<file path="config.mk">
export PLATFORM = sky130hd
export DESIGN_NAME = amstrad_audio_mixer
export DESIGN_NICKNAME = d
export VERILOG_FILES = /design/src/rtl/amstrad_audio_mixer.sv
export SDC_FILE = /design/constraint.sdc
export NUM_CORES = 1
export LEC_CHECK = 0
export ABC_AREA = 0
export CAP_MARGIN = 20
export CORE_MARGIN = 2
export CORE_UTILIZATION = 30
export CTS_CLUSTER_SIZE = 12
export DETAILED_ROUTE_END_ITERATION = 6
export SKIP_CTS_REPAIR_TIMING = 1
export SLEW_MARGIN = 20
export SYNTH_ARGS = -nofsm -noshare
export SYNTH_HDL_FRONTEND = slang
export SYNTH_SLANG_ARGS = --single-unit
</file>
<file path="constraint.sdc">
create_clock -name clk -period 4.8 [get_ports clk]
set_input_delay 0.96 -clock clk [delete_from_list [all_inputs] [get_ports clk]]
set_output_delay 0.96 -clock clk [all_outputs]
set_load 0.01 [all_outputs]
</file>
<file path="src/rtl/amstrad_audio_mixer.sv">
// N-channel stereo mixer: per-channel pan/gain codes, time-multiplexed accumulation,
// output saturation, mono fold-down, sticky overrun. Optional peak meters: AUDIO_MIXER_PEAK_EN.
module amstrad_audio_mixer #(
  parameter int NCH   = 3,
  parameter int IN_W  = 8,
  parameter int OUT_W = 9
) (
  input  logic                  clk,
  input  logic                  reset,
  input  logic                  ce,
  input  logic [NCH*IN_W-1:0]   ch_in,
  input  logic [NCH*2-1:0]      pan_l,
  input  logic [NCH*2-1:0]      pan_r,
  input  logic                  mono,
`ifdef AUDIO_MIXER_PEAK_EN
  input  logic                  peak_clr,
  output logic [OUT_W-1:0]      peak_l,
  output logic [OUT_W-1:0]      peak_r,
`endif
  output logic [OUT_W-1:0]      audio_l,
  output logic [OUT_W-1:0]      audio_r,
  output logic                  valid,
  output logic                  busy,
  output logic                  overrun
);
  localparam int ACC_W = IN_W + $clog2(NCH) + 1;
  localparam int IDX_W = (NCH > 1) ? $clog2(NCH) : 1;
  localparam int WIDE  = (ACC_W + 1 > OUT_W) ? ACC_W + 1 : OUT_W;
  localparam logic [WIDE-1:0]  MAX_W = WIDE'((2 ** OUT_W) - 1);
  localparam logic [IDX_W-1:0] LAST  = IDX_W'(NCH - 1);

  typedef enum logic [1:0] {IDLE, ACC, SAT} state_t;
  state_t state, state_nxt;

  logic [NCH-1:0][IN_W-1:0] snap_ch;
  logic [NCH-1:0][1:0]      snap_pl, snap_pr;
  logic                     snap_mono;
  logic [IDX_W-1:0]         idx;
  logic [ACC_W-1:0]         acc_l, acc_r;
  logic [ACC_W:0]           sum_lr, sel_l, sel_r;
  logic [OUT_W-1:0]         out_l, out_r;
  logic [IN_W-1:0]          g_l, g_r;

  function automatic logic [IN_W-1:0] gain(input logic [1:0] code, input logic [IN_W-1:0] v);
    case (code)
      2'd0:    gain = '0;
      2'd1:    gain = v >> 2;
      2'd2:    gain = v >> 1;
      default: gain = v;
    endcase
  endfunction

  function automatic logic [OUT_W-1:0] sat(input logic [ACC_W:0] v);
    logic [WIDE-1:0] w;
    w   = WIDE'(v);
    sat = (w > MAX_W) ? {OUT_W{1'b1}} : w[OUT_W-1:0];
  endfunction

  always_ff @(posedge clk or posedge reset)
    if (reset) state <= IDLE;
    else       state <= state_nxt;

  always_comb begin
    state_nxt = state;
    case (state)
      IDLE:    if (ce) state_nxt = ACC;
      ACC:     if (idx == LAST) state_nxt = SAT;
      default: state_nxt = IDLE;
    endcase
  end

  assign busy = (state != IDLE);
  assign g_l  = gain(snap_pl[idx], snap_ch[idx]);
  assign g_r  = gain(snap_pr[idx], snap_ch[idx]);

  // Mono average is taken one bit wider so the sum cannot wrap before halving.
  always_comb begin
    sum_lr = {1'b0, acc_l} + {1'b0, acc_r};
    sel_l  = snap_mono ? (sum_lr >> 1) : {1'b0, acc_l};
    sel_r  = snap_mono ? (sum_lr >> 1) : {1'b0, acc_r};
    out_l  = sat(sel_l);
    out_r  = sat(sel_r);
  end

  always_ff @(posedge clk or posedge reset) begin
    if (reset) begin
      snap_ch   <= '0;
      snap_pl   <= '0;
      snap_pr   <= '0;
      snap_mono <= 1'b0;
      idx       <= '0;
      acc_l     <= '0;
      acc_r     <= '0;
      audio_l   <= '0;
      audio_r   <= '0;
      valid     <= 1'b0;
      overrun   <= 1'b0;
    end else begin
      valid <= (state == SAT);
      if (ce && state != IDLE) overrun <= 1'b1;
      case (state)
        IDLE: if (ce) begin
          snap_ch   <= ch_in;
          snap_pl   <= pan_l;
          snap_pr   <= pan_r;
          snap_mono <= mono;
          idx       <= '0;
          acc_l     <= '0;
          acc_r     <= '0;
        end
        ACC: begin
          acc_l <= acc_l + {{(ACC_W-IN_W){1'b0}}, g_l};
          acc_r <= acc_r + {{(ACC_W-IN_W){1'b0}}, g_r};
          if (idx != LAST) idx <= idx + 1'b1;
        end
        default: begin
          audio_l <= out_l;
          audio_r <= out_r;
        end
      endcase
    end
  end

`ifdef AUDIO_MIXER_PEAK_EN
  // A clear coinciding with a new sample restarts the peaks from that sample.
  always_ff @(posedge clk or posedge reset) begin
    if (reset) begin
      peak_l <= '0;
      peak_r <= '0;
    end else if (peak_clr) begin
      peak_l <= (state == SAT) ? out_l : '0;
      peak_r <= (state == SAT) ? out_r : '0;
    end else if (state == SAT) begin
      if (out_l > peak_l) peak_l <= out_l;
      if (out_r > peak_r) peak_r <= out_r;
    end
  end
`endif
endmodule

</file>
==> impl_metrics.yaml, run 1 <==
route:
  avgRoutedWirePerCell_um: 14.3
  via_count: 4343
  via_per_inst: 5.02
  drtIter0Drc: 272
  firstDrtPassIters: 5
  routed_wl_um: 12400
  post-route-drc-count: 0
  drt.antenna.violating_nets: 0
cells_and_area:
  antenna_cells: 0
  num-nets-final: 711
  fin_area_mm2: 0.00616
  post-route-util_pct: 37.4
  final_layout_size_suffix_gt1_share_pct: 6.35
  areaGrowthSynthToFinish_pct: 22.6
synth:
  ys.flop_type: "dfrtp_1"
  syn_nets: 659
  synthCells: 589
  ys_seq_area_share_pct: 41.3
  avgSynthCellArea_um2: 8.54
  syn_area_mm2: 0.00503
  synth-seq-cells: 83
  synth_edf_count: 0
  async_flop_share_pct: 100
  synth_cell_types: 56
  yosysWarnings: 0
timing:
  grt_setup_unrepaired: "no"
  setup_violations: 0
  finalCriticalPeriod_ns: 3.91
  finalHoldViolations: 0
  worstMarginPinSlew_ns: 0.966
  drv_slew: 0
  fin_setup_tns_ns: 0
  fmax_mhz: 256
  setup_ws_ns: 0.889
  slew_headroom_pct: 35.5
  finalCritPeriodShare_pct: 81.5
  clock_skew_ns: 0.00699
  whs_ns: 0.468
setup_path:
  crit_path_frequent_cell: "a21oi_1"
  worst_setup_path_start_kind: "flip-flop"
  worstSetupPathType: "reg -> reg"
  crit_buf_inv: 1
  crit_family: "compound AO/OA/AOI/OAI gates"
  critical-path-slowest-cell: "nor2b_1"
  critical-path-max-stage-delay_ns: 0.66
  crit_fanout: 17
  endpoint_kind: "flip-flop"
  path_cells: "buf_4, nor2b_1, a21oi_1, nand2b_1, o22ai_1, ha_1, fa_1, a21o_1, a21oi_1, o21bai_1, a21oi_1, xor2_1, o21ai_0"
  cp.required_ns: 5.02
  cp.arrival_ns: 4.13
floorplan:
  die-width_um: 133
  start_util_pct: 30.5
  die-area_mm2: 0.0178
  ioPinCount: 61
  core_mm2: 0.0165
  rows: 47
  die_height_um: 133
clock_network:
  clock_tree.buffer_depth: 2
  cts-root-buf: "clkbuf_16"
  cts_tree: "done"
  clk_pin_slew_ns: 0.06
  numCtsBuffers: 9
  worstSkewPairLatency_ns: 0.34
  clock_sinks: 83
  htreeDepth: 3
worst_hold_path:
  hold_path.class: "reg -> reg"
place:
  io_buffer_count: 60
  globalplace.congestion: 0.900
  dpl_cell_area_mm2: 0.00584
  dp_hpwl_um: 9390
  pre_cts_ws_ns: 0.954
power_and_ir_drop:
  p_leak_uw: 0.00277
  peakVddDrop_uv: 286
  power_density_mw_per_mm2: 732
run_status:
  run_status: "complete, no violations"
flow_run:
  drv_cap: 0
global_routing:
  antenna_found_initial: 0
  grt_pass1_vias: 4329
  grtUsageTotal_pct: 14.6
  overflow: 0
  grt_pass1_wl_um: 21200
  grt_max_degree: 51
[where the power goes]
part	internal [µW]	leakage [µW]	switching, µW
clock network	455	0.000141	282
logic	1060	0.00161	1450
registers	1020	0.00103	249
[Yosys cell counts (4+ instances only)]
master / n / share of area, %
a211oi_1: 6 / 0.90
a21o_1: 11 / 1.6
a21oi_1: 41 / 4.1
a31oi_1: 9 / 1.1
buf_2: 5 / 0.50
clkbuf_1: 16 / 1.2
dfrtp_1: 83 / 41
ha_1: 27 / 6.7
inv_1: 15 / 1.1
mux2i_1: 20 / 4.0
nand2_1: 152 / 11
nand2b_1: 6 / 0.75
nand3_1: 14 / 1.4
nor2_1: 39 / 2.9
nor2b_1: 9 / 1.1
nor3_1: 8 / 0.80
o21ai_0: 42 / 4.2
o21bai_1: 4 / 0.60
o22ai_1: 4 / 0.50
o31ai_1: 5 / 0.75
o32a_1: 4 / 0.80
xnor2_1: 9 / 1.6
xor2_1: 6 / 1.0
[flip-flops by register name (all words and copies together), names as in the netlist]
name / cells
snap_pl: 6
overrun: 1
valid: 1
snap_mono: 1
snap_ch: 24
acc_l: 11
snap_pr: 6
idx: 2
acc_r: 11
audio_r: 9
audio_l: 9
state: 2
[placed cells by master (no fill, tap or decap), types with 2 or more instances in the layout]
cell / n
nand2_1: 152
dfrtp_1: 83
clkdlybuf4s50_1: 60
o21ai_0: 42
a21oi_1: 41
nor2_1: 39
ha_1: 27
mux2i_1: 20
inv_1: 14
nand3_1: 14
a21o_1: 11
a31oi_1: 9
nor2b_1: 9
xnor2_1: 9
clkbuf_16: 9
nor3_1: 8
buf_4: 8
nand2b_1: 6
xor2_1: 6
a211oi_1: 6
o31ai_1: 5
o32a_1: 4
o22ai_1: 4
o21bai_1: 4
clkinvlp_4: 4
o22a_1: 3
o21a_1: 3
or3_1: 3
fa_1: 3
and2_1: 2
mux2_2: 2
o211ai_1: 2
a2111oi_0: 2
or3_4: 2
nor3b_1: 2
o22a_2: 2
a31o_2: 2
o41ai_1: 2
a41oi_1: 2
bufinv_16: 2
[final timing paths]
check	start	end	slack, ns	depth (start not counted)
worst max-delay path	idx[0]	acc_r[6]	0.89	13
worst min-delay path	overrun	overrun	0.47	1
worst min register to register	overrun	overrun	0.47	1
max in group asynchronous	reset	snap_ch[12]	2.78	3
min in group asynchronous	reset	snap_pl[1]	1.09	2
worst max register to register	idx[0]	acc_r[6]	0.89	13
[cell type report]
type	count	area [µm²]
clock buffers	10	229
clock inverters	6	90.1
fillers	1678	10300
inverters	16	61.3
multi-input cells	463	2770
flip-flops and latches	83	2080
well taps	220	275
repair buffers	68	661
[layer usage]
| layer | GRT usage [%] | part of all wire, % | vias up |
|---|---|---|---|
| met5 | 0 | 0 | - |
| met4 | 4.02 | 1.5 | 0 |
| met3 | 3.01 | 4.0 | 15 |
| met2 | 24.3 | 47 | 105 |
| met1 | 19.3 | 48 | 2057 |
| li1 | - | - | 2166 |
[cells by family (layout without fill, tap and decap cells)]
kind of cell    after synthesis  count (layout)  share of synthesized area (%)
compound gates              151             151                           19.1
xor+xnor                     15              15                           2.61
fa+ha+maj                    30              30                           7.91
buf+inv                      43             100                           3.58
flops                        83              83                           41.3
mux                          22              22                           4.43
simple gates                245             245                           21.1
[per-stage QoR]
step / std cells / power [µW]
global placement: 850 / 3680
floorplan: 589 / 3050
CTS: 866 / 4530
finish: 866 / 4510
global route: 866 / 4930
detailed placement: 850 / 3770
Power figures use the tool's default switching activity.
==> run 2: changes to the inputs <==
clock period = 4 ns   (was 4.8 ns; I/O delays follow)
==> run 2 against run 1 <==
Via count is 1.7% lower. Clock skew up 0.0012 ns. Clock power grew 3.9%. Largest cell class unchanged. Highest routed layer unchanged.
==> impl_metrics.yaml, run 2 (synthesized netlist as in run 1, its figures left out) <==
setup_path:
  cp.required_ns: 4.27
  worstSetupPathType: "reg -> reg"
  r2r_slack_ns: 0.31
  endpoint_kind: "flip-flop"
  worst_setup_path_start_kind: "flip-flop"
  cp.arrival_ns: 3.96
  r2r_cells: 12
  r2r_start: "idx[1]"
  crit_fanout: 10
  r2r_end: "acc_r[9]"
clock_network:
  worstSkewPairLatency_ns: 0.35
  clock_tree.buffer_depth: 2
  htreeDepth: 3
  cts_tree: "done"
  clock_sinks: 83
  numCtsBuffers: 9
  clk_pin_slew_ns: 0.06
  cts-root-buf: "clkbuf_16"
route:
  post-route-drc-count: 0
  via_count: 4270
  via_per_inst: 4.91
  avgRoutedWirePerCell_um: 14.0
  routed_wl_um: 12200
  firstDrtPassIters: 4
  drtIter0Drc: 216
  drt.antenna.violating_nets: 0
global_routing:
  busiest_layer: "met2"
  gr-usage-met2_pct: 22.9
  antenna_found_initial: 0
  use_met3_pct: 2.97
  grtUsageTotal_pct: 14.3
  grt_pass1_vias: 4080
  grt_pass1_wl_um: 20500
  grt_max_degree: 66
  overflow: 0
  met1_usage_pct: 19.6
timing:
  finalCritPeriodShare_pct: 92.4
  grt_setup_unrepaired: "no"
  fmax_mhz: 271
  finalHoldViolations: 0
  setup_ws_ns: 0.305
  drv_slew: 0
  finalCriticalPeriod_ns: 3.69
  slew_headroom_pct: 37.0
  setup_violations: 0
  clock_skew_ns: 0.00821
  worstMarginPinSlew_ns: 0.943
  fin_setup_tns_ns: 0
worst_hold_path:
  min_delay_worst_endpoint: "overrun"
  holdPathStages: 1
  hold_path.class: "reg -> reg"
  hold_start: "overrun"
floorplan:
  die_height_um: 133
  die-width_um: 133
  die-area_mm2: 0.0178
  start_util_pct: 30.5
  ioPinCount: 61
  core_mm2: 0.0165
  rows: 47
cells_and_area:
  reg_top3: "snap_ch x24, acc_l x11, acc_r x11"
  largest_reg_flops: 24
  top_register: "snap_ch"
  areaGrowthSynthToFinish_pct: 22.3
  fillers: 1655
  antenna_cells: 0
  mostFrequentLayoutCells: "nand2_1 (152), dfrtp_1 (83), clkdlybuf4s50_1 (60)"
  final_layout_size_suffix_gt1_share_pct: 6.93
  final_common_cell: "nand2_1"
  num-nets-final: 715
  final_cells: 869
  fin_area_mm2: 0.00615
place:
  dpl_cell_area_mm2: 0.00588
  dp_hpwl_um: 9190
  globalplace.congestion: 0.850
  io_buffer_count: 60
  placed_cells: 854
  pre_cts_ws_ns: 0.359
power_and_ir_drop:
  power_density_mw_per_mm2: 861
  peakVddDrop_uv: 349
  p_leak_uw: 0.00278
run_status:
  run_status: "complete, no violations"
flow_run:
  drv_cap: 0
[run 2: power by group]
group / total [µW] / switching (µW) / internal, µW
clock: 767 / 337 / 430
sequential: 1550 / 328 / 1220
combinational: 2980 / 1690 / 1290
total: 5290 / 2350 / 2940
[run 2: layout make-up]
type	count	area, µm²	area share (%)
clock buffer	10	239	3.89
clock inverter	5	30.0	0.488
inverter	16	65.1	1.06
multi-input combinational	463	2770	45.1
sequential	83	2080	33.8
tap	220	275	4.48
timing repair buffer	72	691	11.2
[run 2: metrics by stage]
stage	hold slack (ns)	power, µW	utilization [%]
CTS	0.457	5320	37.3
global route	0.494	5790	37.3
floorplan	0.440	3660	-
finish	0.451	5290	37.3
global placement	0.450	4420	35.7
detailed placement	0.444	4530	35.7
[run 2: worst max-delay path by stage]
stage	start	end	slack (ns)	depth (start not counted)
after floorplan	idx[0]	acc_l[10]	0.79	14
after global placement	idx[1]	acc_r[10]	0.58	12
after detailed placement	idx[1]	acc_l[9]	0.36	12
after CTS	idx[1]	acc_r[9]	0.32	12
after global routing	idx[1]	acc_r[9]	0.007	12
final	idx[1]	acc_r[9]	0.31	12
[run 2: routing by layer]
layer / share of wire, % / vias up
met4: 1.4 / 0
met1: 48 / 2011
met3: 3.8 / 15
li1: - / 2163
met2: 46 / 81
met5: 0 / -
[run 2: worst max-delay path, stage by stage (launching register included)]
cell      delay [ns]
dfrtp_1         0.61
buf_4           0.27
mux2i_1         0.08
o21ai_0         0.47
mux2i_1         0.15
o21ai_0         0.42
ha_1            0.35
a211oi_1        0.34
o21bai_1        0.15
a31o_2          0.28
a41oi_1         0.24
a21oi_1         0.09
o21ai_0         0.17
==> run 3: changes to the inputs <==
CORE_MARGIN = unset   (was 2)
PLACE_DENSITY = 0.58   (was unset)
==> run 3 against run 2 <==
Final cell count shrank 0.23%. Largest cell class unchanged. Via count grew 1.3%. Non-clock buffer count grew 1.
==> impl_metrics.yaml, run 3 (synthesized netlist as in run 1, its figures left out) <==
timing:
  worstMarginPinSlew_ns: 0.983
  setup_ws_ns: 0.349
  clock_skew_ns: 0.00489
  grt_setup_unrepaired: "no"
  finalHoldViolations: 0
  slew_headroom_pct: 34.3
  whs_ns: 0.467
  drv_slew: 0
  setup_violations: 0
  fmax_mhz: 274
  finalCriticalPeriod_ns: 3.65
  finalCritPeriodShare_pct: 91.3
  fin_setup_tns_ns: 0
clock_network:
  worstSkewPairLatency_ns: 0.35
  htreeDepth: 3
  clock_sinks: 83
  clk_pin_slew_ns: 0.06
  clock_tree.buffer_depth: 2
  cts_tree: "done"
  numCtsBuffers: 9
  cts-root-buf: "clkbuf_16"
setup_path:
  worstSetupPathType: "reg -> reg"
  crit_fanout: 10
  critical-path-slowest-cell: "dfrtp_2"
  endpoint_kind: "flip-flop"
  worst_setup_path_start_kind: "flip-flop"
  path_cells: "buf_4, mux2i_1, nor2_1, a21oi_1, or3_1, o21ai_0, ha_1, fa_1, a21o_1, a21oi_1, o21ai_0, a31oi_1, o311ai_0, o41ai_1"
  critical-path-max-stage-delay_ns: 0.53
  cp.arrival_ns: 3.88
  cp.required_ns: 4.23
cells_and_area:
  mostFrequentLayoutCells: "nand2_1 (152), dfrtp_1 (82), clkdlybuf4s50_1 (60)"
  top_register: "snap_ch"
  num-nets-final: 716
  fillers: 1670
  largest_reg_flops: 24
  reg_top3: "snap_ch x24, acc_l x11, acc_r x11"
  fin_area_mm2: 0.00618
  antenna_cells: 0
  final_common_cell: "nand2_1"
  final_layout_size_suffix_gt1_share_pct: 7.37
  areaGrowthSynthToFinish_pct: 23.0
  final_cells: 867
floorplan:
  start_util_pct: 31.2
  die-width_um: 131
  die_height_um: 131
  core_mm2: 0.0161
  die-area_mm2: 0.0173
  rows: 46
  ioPinCount: 61
worst_hold_path:
  hold_path.class: "reg -> reg"
power_and_ir_drop:
  p_leak_uw: 0.00281
  power_density_mw_per_mm2: 875
  peakVddDrop_uv: 317
run_status:
  run_status: "complete, no violations"
route:
  avgRoutedWirePerCell_um: 14.1
  routed_wl_um: 12200
  firstDrtPassIters: 5
  via_count: 4327
  post-route-drc-count: 0
  drtIter0Drc: 236
  via_per_inst: 4.99
  drt.antenna.violating_nets: 0
global_routing:
  antenna_found_initial: 0
  grt_pass1_vias: 4098
  overflow: 0
  grtUsageTotal_pct: 14.5
  grt_pass1_wl_um: 20200
  grt_max_degree: 42
place:
  dpl_cell_area_mm2: 0.00588
  pre_cts_ws_ns: 0.182
  globalplace.congestion: 0.880
  placed_cells: 851
  io_buffer_count: 60
  dp_hpwl_um: 9330
flow_run:
  drv_cap: 0
==> run 3: where the power goes <==
part	internal, µW	switching [µW]
Sequential	1220	344
Combinational	1300	1680
Clock	495	375
Total	3010	2400
==> run 3: final timing paths <==
path / startpoint / endpoint / slack [ns] / cells past startpoint
worst max-delay path: idx[1] / acc_l[10] / 0.35 / 14
worst min-delay path: overrun / overrun / 0.47 / 1
worst max register to register: idx[1] / acc_l[10] / 0.35 / 14
worst min register to register: overrun / overrun / 0.47 / 1
max in group asynchronous: reset / snap_ch[12] / 2.37 / 3
min in group asynchronous: reset / snap_pr[1] / 0.87 / 2
==> run 3: cell type report <==
cell class / instances / area [µm²] / share of cell area, %
multi-input combinational: 463 / 2770 / 44.8
sequential: 83 / 2080 / 33.6
timing repair buffer: 73 / 698 / 11.3
tap: 216 / 270 / 4.37
clock buffer: 9 / 225 / 3.64
clock inverter: 7 / 81.3 / 1.31
inverter: 16 / 61.3 / 0.991
==> run 3: through the flow <==
stage | power [µW] | util [%]
finish | 5410 | 38.4
global route | 5880 | 38.4
CTS | 5440 | 38.4
detailed placement | 4550 | 36.5
global placement | 4450 | 36.5
floorplan | 3660 | -
==> run 3: per-layer routing <==
| layer | wire (µm) | GRT usage (%) | vias to the layer above |
|---|---|---|---|
| li1 | - | - | 2158 |
| met1 | 5810 | 19.2 | 2047 |
| met2 | 5760 | 23.4 | 108 |
| met3 | 500 | 3.47 | 14 |
| met4 | 172 | 4.46 | 0 |
| met5 | 0 | 0 | - |
==> run 3: worst max-delay path: cells and delay by family (launching register included) <==
kind                     cells  cell delay, ns
AO/OA/AOI/OAI                8            1.65
buffers and inverters        1            0.22
AND/OR/NAND/NOR              2            0.26
adder cells (fa/ha/maj)      2            0.65
flip-flops                   1            0.53
multiplexers                 1            0.21
